## src/rtl/pack_scheduler_pkg.sv

```systemverilog
// Shared definitions for the ML-DSA t0/t1 packing scheduler: FSM encoding,
// per-polynomial word count and the legal job-size check.
package pack_scheduler_pkg;

   typedef enum logic [2:0] {
      ST_IDLE   = 3'd0,
      ST_LAUNCH = 3'd1,
      ST_WAIT   = 3'd2,
      ST_GAP    = 3'd3,
      ST_DONE   = 3'd4
   } sched_state_e;

   localparam int unsigned POLY_WORDS = 52;

   localparam logic [3:0] K_LEGAL_A = 4'd4;
   localparam logic [3:0] K_LEGAL_B = 4'd6;
   localparam logic [3:0] K_LEGAL_C = 4'd8;

   // Only the ML-DSA parameter sets (K = 4, 6, 8) are accepted as job sizes.
   function automatic logic mldsa_k_legal(input logic [3:0] k);
      logic legal_s;
      case (k)
         K_LEGAL_A, K_LEGAL_B, K_LEGAL_C: legal_s = 1'b1;
         default:                         legal_s = 1'b0;
      endcase
      return legal_s;
   endfunction

endpackage

```

## src/rtl/pack_addr_reloc.sv

```systemverilog
// Combinational relocation of the converter's per-polynomial addresses into
// global RAM addresses; everything is forced to zero while the scheduler is idle.
module pack_addr_reloc #(
   parameter int COEF_AW = 8,
   parameter int WORD_AW = 6,
   parameter int GOUT_AW = 9
) (
   input  logic                 busy,
   input  logic [2:0]           poly_idx,
   input  logic [GOUT_AW-1:0]   out_base,
   input  logic                 conv_in_en,
   input  logic [COEF_AW-1:0]   conv_in_addr,
   input  logic                 conv_out_en,
   input  logic [WORD_AW-1:0]   conv_out_addr,
   output logic                 mem_in_en,
   output logic [3+COEF_AW-1:0] mem_in_addr,
   output logic                 mem_out_en,
   output logic [GOUT_AW-1:0]   mem_out_addr
);

   // Relocate addresses and gate enables with busy.
   always_comb begin
      mem_in_en    = busy & conv_in_en;
      mem_out_en   = busy & conv_out_en;
      mem_in_addr  = '0;
      mem_out_addr = '0;
      if (busy) begin
         mem_in_addr  = {poly_idx, conv_in_addr};
         mem_out_addr = out_base + GOUT_AW'(conv_out_addr);
      end else begin
         mem_in_addr  = '0;
         mem_out_addr = '0;
      end
   end

endmodule

```

## src/rtl/pack_scheduler.sv

```systemverilog
// Runs the 13-to-64-bit packing converter once per polynomial of a K-polynomial
// job, relocating its addresses and flagging illegal sizes or a stalled converter.
module pack_scheduler #(
   parameter int K_MAX      = 8,
   parameter int COEF_AW    = 8,
   parameter int WORD_AW    = 6,
   parameter int POLY_WORDS = pack_scheduler_pkg::POLY_WORDS,
   parameter int GOUT_AW    = 9,
   parameter int TIMEOUT    = 300
) (
   input  logic                 clk,
   input  logic                 reset,
   input  logic                 req,
   input  logic [3:0]           k_cfg,
   output logic                 busy,
   output logic                 job_done,
   output logic                 err,
   output logic                 conv_start,
   input  logic                 conv_done,
   input  logic                 conv_in_en,
   input  logic [COEF_AW-1:0]   conv_in_addr,
   input  logic                 conv_out_en,
   input  logic [WORD_AW-1:0]   conv_out_addr,
   output logic                 mem_in_en,
   output logic [3+COEF_AW-1:0] mem_in_addr,
   output logic                 mem_out_en,
   output logic [GOUT_AW-1:0]   mem_out_addr
);
   import pack_scheduler_pkg::*;

   localparam int PIDX_W = $clog2(K_MAX);
   localparam int TMO_W  = $clog2(TIMEOUT + 1);

   sched_state_e        state_r, state_s;
   logic [3:0]          k_r;
   logic [PIDX_W-1:0]   poly_idx_r;
   logic [GOUT_AW-1:0]  out_base_r;
   logic [TMO_W-1:0]    tmo_cnt_r;
   logic                busy_r, job_done_r, err_r, conv_start_r;
   logic                accept_s, reject_s, tmo_hit_s, last_poly_s;

   assign last_poly_s = (4'(poly_idx_r) == (k_r - 4'd1));

   // Next-state decode; conv_done takes priority over the timeout in WAIT.
   always_comb begin
      state_s   = state_r;
      accept_s  = 1'b0;
      reject_s  = 1'b0;
      tmo_hit_s = 1'b0;
      case (state_r)
         ST_IDLE: begin
            if (req) begin
               if (mldsa_k_legal(k_cfg)) begin
                  accept_s = 1'b1;
                  state_s  = ST_LAUNCH;
               end else begin
                  reject_s = 1'b1;
               end
            end else begin
               state_s = ST_IDLE;
            end
         end
         ST_LAUNCH: state_s = ST_WAIT;
         ST_WAIT: begin
            if (conv_done) begin
               state_s = ST_GAP;
            end else if (tmo_cnt_r == TMO_W'(TIMEOUT - 1)) begin
               tmo_hit_s = 1'b1;
               state_s   = ST_DONE;
            end else begin
               state_s = ST_WAIT;
            end
         end
         ST_GAP:  state_s = last_poly_s ? ST_DONE : ST_LAUNCH;
         ST_DONE: state_s = ST_IDLE;
         default: state_s = ST_IDLE;
      endcase
   end

   // State, job counters and registered status outputs.
   always_ff @(posedge clk or posedge reset) begin
      if (reset) begin
         state_r      <= ST_IDLE;
         k_r          <= 4'd0;
         poly_idx_r   <= '0;
         out_base_r   <= '0;
         tmo_cnt_r    <= '0;
         busy_r       <= 1'b0;
         job_done_r   <= 1'b0;
         err_r        <= 1'b0;
         conv_start_r <= 1'b0;
      end else begin
         state_r      <= state_s;
         busy_r       <= (state_s != ST_IDLE);
         conv_start_r <= (state_s == ST_LAUNCH);
         job_done_r   <= (state_r == ST_GAP) && last_poly_s;
         err_r        <= reject_s | tmo_hit_s;
         if (accept_s) begin
            k_r        <= k_cfg;
            poly_idx_r <= '0;
            out_base_r <= '0;
         end else if (state_r == ST_GAP) begin
            poly_idx_r <= poly_idx_r + PIDX_W'(1);
            out_base_r <= out_base_r + GOUT_AW'(POLY_WORDS);
         end else begin
            poly_idx_r <= poly_idx_r;
            out_base_r <= out_base_r;
         end
         if (state_r == ST_LAUNCH) begin
            tmo_cnt_r <= '0;
         end else if ((state_r == ST_WAIT) && !conv_done) begin
            tmo_cnt_r <= tmo_cnt_r + TMO_W'(1);
         end else begin
            tmo_cnt_r <= tmo_cnt_r;
         end
      end
   end

   assign busy       = busy_r;
   assign job_done   = job_done_r;
   assign err        = err_r;
   assign conv_start = conv_start_r;

   pack_addr_reloc #(
      .COEF_AW (COEF_AW),
      .WORD_AW (WORD_AW),
      .GOUT_AW (GOUT_AW)
   ) u_reloc (
      .busy          (busy_r),
      .poly_idx      (poly_idx_r[2:0]),
      .out_base      (out_base_r),
      .conv_in_en    (conv_in_en),
      .conv_in_addr  (conv_in_addr),
      .conv_out_en   (conv_out_en),
      .conv_out_addr (conv_out_addr),
      .mem_in_en     (mem_in_en),
      .mem_in_addr   (mem_in_addr),
      .mem_out_en    (mem_out_en),
      .mem_out_addr  (mem_out_addr)
   );

endmodule

```

## config.mk

```make
export PLATFORM = sky130hd
export DESIGN_NAME = pack_scheduler
export DESIGN_NICKNAME = d
export VERILOG_FILES = /design/src/rtl/pack_scheduler_pkg.sv /design/src/rtl/pack_addr_reloc.sv /design/src/rtl/pack_scheduler.sv
export SDC_FILE = /design/constraint.sdc
export NUM_CORES = 1
export LEC_CHECK = 0
export ABC_CLOCK_PERIOD_IN_PS = 2110
export CAP_MARGIN = 20
export CORE_MARGIN = 5
export CORE_UTILIZATION = 25
export DETAILED_ROUTE_END_ITERATION = 7
export PLACE_DENSITY = 0.44
export SYNTH_ARGS = -nofsm -noshare
export SYNTH_HDL_FRONTEND = slang
export SYNTH_HIERARCHICAL = 1
export SYNTH_SLANG_ARGS = --single-unit
```

## constraint.sdc

```tcl
create_clock -name clk -period 2.11 [get_ports clk]
set_input_delay 0.422 -clock clk [delete_from_list [all_inputs] [get_ports clk]]
set_output_delay 0.422 -clock clk [all_outputs]
set_load 0.05 [all_outputs]
```

==> results of run 1 <==
final cells by class:
type | count | area share
sequential | 30 | 0.223
clock buffer | 7 | 0.0257
multi-input combinational | 172 | 0.431
timing repair buffer | 76 | 0.271
tap | 105 | 0.0391
inverter | 8 | 0.00893
clock inverter | 1 | 0.00149
path summary, 6_finish.rpt:
check	startpoint	to	slack [ns]
worst max register to register	k_r[0]	state_r[2]	0.30
worst min register to register	state_r[0]	state_r[0]	0.55
worst max-delay path	out_base_r[5]	mem_out_addr[8]	-0.25
min in group clk	state_r[0]	state_r[0]	0.55
max in group asynchronous	reset	k_r[1]	1.29
worst min-delay path	reset	tmo_cnt_r[7]	0.53
synth_stat cells (all sizes together), types with 4 or more instances:
cell type,n
a211oi,6
a21oi,10
and2,16
buf,5
dfrtp,30
ha,10
inv,8
nand2,14
nand2b,4
nand3,9
nand4,4
nor2,25
nor2b,4
nor3,5
o21ai,6
xnor2,9
xor2,8
cell families (layout without fill, tap and decap cells):
family	count (synthesis)	after routing
XOR/XNOR	17	17
buffers and inverters	16	92
adder cells (fa/ha/maj)	11	11
AO/OA/AOI/OAI	36	36
AND/OR/NAND/NOR	100	100
multiplexers	5	5
flip-flops	30	30
other	1	3
per-layer routing:
layer  vias to the layer above  wire length [um]
met4                         0               106
met2                        28              2580
met3                         9               168
li1                        899                 -
met1                       831              2360
met5                         -                 0
power groups by stage:
stage / logic, W / clock network [W] / registers, W
floorplan: 0.00201 / 0 / 0.00103
finish: 0.00367 / 0.000478 / 0.000996
CTS: 0.00363 / 0.000501 / 0.00100
detailed placement: 0.00345 / 0 / 0.00101
global route: 0.00392 / 0.000528 / 0.00103
global placement: 0.00345 / 0 / 0.00100
cell usage in the layout (no fill, tap or decap), types with 5 or more instances in the layout:
cell             count
nor2_1              21
nand2_1             13
dfrtp_1             30
inv_1                8
clkdlybuf4s50_1     21
buf_12              21
buf_4               25
a21oi_1              7
xnor2_1              9
ha_1                 6
clkbuf_8             6
and2_1              15
nand3_1              9
o21ai_0              5
xor2_1               7
what timing repair did:
item	CTS	global route
cloned	0	0
setup buffers	2	1
hold buffers	0	0
pin swaps	8	9
gates resized for setup	22	6
endpoints found under the setup margin	7	7
through the flow:
stage               TNS [ns]  total power [W]
floorplan             -0.304          0.00303
global placement       -2.32          0.00445
detailed placement     -2.33          0.00446
CTS                   -0.985          0.00513
global route           -1.24          0.00548
finish                -0.853          0.00514
sequential cells by signal, indices dropped and copies added (netlist names):
| name | cells |
|---|---|
| busy | 1 |
| out_base_r | 7 |
| k_r | 4 |
| poly_idx_r | 3 |
| conv_start | 1 |
| tmo_cnt_r | 9 |
| job_done | 1 |
| err | 1 |
| state_r | 3 |
worst register-to-register path: cells and delay by family, from the launching register on:
| family | cells | cell delay, ns |
|---|---|---|
| fa+ha+maj | 1 | 0.20 |
| buf+inv | 1 | 0.07 |
| flops | 1 | 0.37 |
| xor+xnor | 1 | 0.17 |
| simple gates | 1 | 0.47 |
| compound gates | 2 | 0.46 |
==> impl_metrics.yaml, run 1 <==
setup_path:
  slowest_delay_ns: 0.41
  reg2reg_depth: 6
  cp-end-kind: "output port"
  cp.arrival_ns: 1.94
  path_delay_family: "flip-flops"
  start_kind: "register"
  critPathKind: "reg2out"
  crit_required_ns: 1.69
  path_max_fanout: 3
  slowest_stage: "dfrtp_1"
  cp_num_cells: 7
  crit_buf_inv: 2
  path_cells: "ha_4 > and2_4 > a221oi_4 > buf_6 > a21oi_4 > mux2i_4 > buf_12"
synthesis:
  synth-seq-cells: 30
  syn_area_um2: 2040
  synth-xor-area-share: 0.0728
  synth_largest_area_cell: "dfrtp_1"
  synthArstFlopShare: 1.00
  synth_top_family_by_area: "simple AND/OR/NAND/NOR gates"
  postSynthAreaPerCell_um2: 9.47
  synthSimpleGateAreaFrac: 0.278
  synth_compound_area_frac: 0.147
  synthAdderAreaFrac: 0.0710
  synth.top_cell.area_share: 0.367
  synthCells: 216
  synthMuxAreaShare: 0.0257
  synth.area.top_cells: "dfrtp_1 37%, ha_1 6.1%, and2_1 4.6%"
  ys_seq_area_frac: 0.367
  yosys_warnings: 6
  ys_types: 52
  ys.flop_type: "dfrtp_1"
  synth_edf_count: 0
placement:
  dp.cells: 388
  place_ws_ns: -0.485
  place_congestion: 0.770
  port_buffers: 49
  dp_hpwl_mm: 3.99
  place_area_um2: 3120
routing:
  drt_iter0_markers: 74
  dr.pass1.iters: 4
  drc: 0
  wirelength_mm: 5.22
  dr_total_vias: 1767
  viasPerCell: 4.43
  wl_per_cell_um: 13.1
  postRouteAntennaNets: 0
floorplan:
  num_rows: 33
  die_x_um: 100
  io-pin-count: 50
  die_area_um2: 10100
  core-area_um2: 8090
  die_h_um: 100
  start_util: 0.253
pwr:
  p_switching_w: 0.00234
  p_int_w: 0.00280
  power_switching_share: 0.455
  ir_worst_vdd_v: 0.000412
  p_clk_frac: 0.093
  powerDensity_nw_per_um2: 1530
  leakagePower_nw: 1.40
  combPwrFrac: 0.713
  pwr-share-seq: 0.194
sta:
  setup_ws_ns: -0.252
  fin_skew_ns: 0.00707
  rsz0062_at_grt: "yes"
  slew_headroom: 0.663
  setup-violations-final: 5
  fin_crit_sh: 1.12
  layout_min_cycle_time_ns: 2.36
  clock.fmax_mhz: 423
  worst_slew_pin_slew_ns: 0.504
  holdWs_ns: 0.527
  hold_viol_final: 0
  maxSlewViolCount: 0
job:
  max_cap_viol_count: 0
status:
  violations: "setup timing"
  outcome: "complete, but fails checks"
layout:
  multi_input_area_um2: 1450
  stdcell_count: 399
  syn2layout_area_growth_pct: 64.5
  drive_above_1_share: 0.316
  layout.area.seq_um2: 751
  n_antenna_cell: 0
  fillers: 790
  final_cell_area_um2: 3360
  finalCoreUtilization: 0.416
  fin_nets: 328
global_route:
  use_met2: 0.180
  grt_pass1_wl_mm: 8.87
  grt_use_met1: 0.141
  grt_use_met3: 0.0188
  antenna_found_initial: 0
  grt-busiest-layer: "met2"
  grt_max_degree: 31
  grt_overflow_total: 0
  grtUsageTotal: 0.109
  grt_pass1_vias: 1858
clock_tree:
  clk_latency_ns: 0.28
  root_buffer: "clkbuf_8"
  htreeDepth: 2
  cts_buffer_depth: 2
  cts.sinks: 30
  numCtsBuffers: 5
  clk_pin_slew_ns: 0.07
  cts_tree: "done"
min_path:
  hold_path_class: "in2async"
No activity file was read; power rests on OpenSTA's default activity.
==> run 2, diff against run 1 <==
--- a/config.mk
+++ b/config.mk
@@ -10,6 +10,7 @@
 export CORE_MARGIN = 5
 export CORE_UTILIZATION = 25
 export DETAILED_ROUTE_END_ITERATION = 7
+export GPL_TIMING_DRIVEN = 0
 export PLACE_DENSITY = 0.44
 export SYNTH_ARGS = -nofsm -noshare
 export SYNTH_HDL_FRONTEND = slang
==> impl_metrics.yaml, run 2 (synthesis results as in run 1) <==
layout:
  top_regs: "tmo_cnt_r (9), out_base_r (7), k_r (4)"
  layout.area.seq_um2: 756
  multi_input_area_um2: 1400
  syn2layout_area_growth_pct: 48.4
  layout_common_cells: "26 x dfrtp_1, 22 x nor2_1, 22 x clkdlybuf4s50_1, 15 x and2_1, 14 x nand2_1"
  final_common_cell: "dfrtp_1"
  largest_reg_flops: 9
  fin_nets: 319
  fillers: 852
  drive_above_1_share: 0.291
  stdcell_count: 390
  largest_register: "tmo_cnt_r"
  n_antenna_cell: 0
placement:
  place_congestion: 0.775
  dp_hpwl_mm: 3.94
  port_buffers: 49
  dp.cells: 373
floorplan:
  num_rows: 33
  core-area_um2: 8090
  die_h_um: 100
  die_x_um: 100
  die_area_um2: 10100
  io-pin-count: 50
  start_util: 0.253
setup_path:
  critPathKind: "reg2out"
  reg2reg_depth: 6
  cp.arrival_ns: 1.93
  start_kind: "register"
  path_max_fanout: 5
  r2r-start: "k_r[0]"
  r2r-end: "state_r[2]"
  r2r_slack_ns: 0.29
  cp-end-kind: "output port"
  crit_required_ns: 1.69
global_route:
  grt_pass1_vias: 1801
  grtUsageTotal: 0.108
  grt_pass1_wl_mm: 8.76
  grt_max_degree: 17
  antenna_found_initial: 0
  grt_overflow_total: 0
sta:
  maxSlewViolCount: 0
  setup_ws_ns: -0.242
  setup-violations-final: 5
  hold_viol_final: 0
  rsz0062_at_grt: "yes"
  tns_ns: -0.846
  worst_slew_pin_slew_ns: 0.654
  holdWs_ns: 0.531
  clock.fmax_mhz: 425
  layout_min_cycle_time_ns: 2.35
  slew_headroom: 0.564
  fin_skew_ns: 0.00765
  fin_crit_sh: 1.11
job:
  max_cap_viol_count: 0
routing:
  drt_iter0_markers: 39
  dr.pass1.iters: 4
  viasPerCell: 4.40
  postRouteAntennaNets: 0
  wirelength_mm: 5.15
  wl_per_cell_um: 13.2
  dr_total_vias: 1717
  drc: 0
clock_tree:
  htreeDepth: 2
  cts_buffer_depth: 2
  root_buffer: "clkbuf_8"
  clk_pin_slew_ns: 0.07
  clk_latency_ns: 0.28
  cts.sinks: 30
  numCtsBuffers: 5
  cts_tree: "done"
pwr:
  power_switching_share: 0.490
  p_int_w: 0.00227
  pwr-share-seq: 0.219
  powerDensity_nw_per_um2: 1470
  p_switching_w: 0.00218
  p_clk_frac: 0.107
  leakagePower_nw: 1.26
  power_w: 0.00445
  ir_worst_vdd_v: 0.000511
  combPwrFrac: 0.674
status:
  violations: "setup timing"
  outcome: "complete, but fails checks"
min_path:
  hold_path_class: "in2async"
run 2: stage by stage:
step | area [um2] | util | setup slack, ns
final | 3030 | 0.375 | -0.242
after global routing | 3030 | 0.375 | -0.340
after floorplan | 2160 | - | -0.105
after detailed placement | 2810 | 0.347 | -1.18
after CTS | 3030 | 0.374 | -0.300
after global placement | 2780 | 0.344 | -1.18
run 2: power groups by stage:
stage / registers [W] / clock network, W / logic [W]
floorplan: 0.00103 / 0 / 0.00201
detailed placement: 0.00100 / 0 / 0.00279
global placement: 0.00100 / 0 / 0.00278
finish: 0.000973 / 0.000476 / 0.00300
global route: 0.00101 / 0.000530 / 0.00325
CTS: 0.000979 / 0.000496 / 0.00300
run 2: what timing repair did:
item                       CTS  global route
setup buffers                7             2
hold buffers                 0             0
gates resized for setup    104            16
pin swaps                   13             6
setup endpoints to repair   22            22
run 2: layout make-up:
class	count	share of cell area
flip-flops and latches	30	0.249
multi-input cells	172	0.460
inverters	8	0.00990
well taps	105	0.0433
repair buffers	59	0.191
clock buffers	7	0.0285
plain buffers	8	0.0165
clock inverters	1	0.00165
run 2: per-layer routing:
metal,up-vias,part of all wire,GRT usage
li1,880,-,-
met1,805,0.45,0.139
met2,27,0.50,0.182
met3,5,0.042,0.0271
met4,0,0.012,0.0280
met5,-,0,0
run 2: worst max path at each step:
stage	slack [ns]	end	cells past startpoint	start
finish	-0.24	mem_out_addr[8]	6	out_base_r[5]
global placement	-1.18	mem_out_addr[6]	7	conv_out_addr[4]
CTS	-0.30	mem_out_addr[8]	6	out_base_r[4]
floorplan	-0.10	mem_out_addr[2]	3	busy
global route	-0.34	mem_out_addr[6]	6	out_base_r[4]
detailed placement	-1.18	mem_out_addr[6]	7	conv_out_addr[4]
run 2: worst max-delay path, stage by stage (launching register included):
cell	delay, ns
dfrtp_2	0.42
ha_4	0.30
and2_4	0.16
nand3_2	0.11
a21oi_2	0.22
mux2i_4	0.25
buf_6	0.18
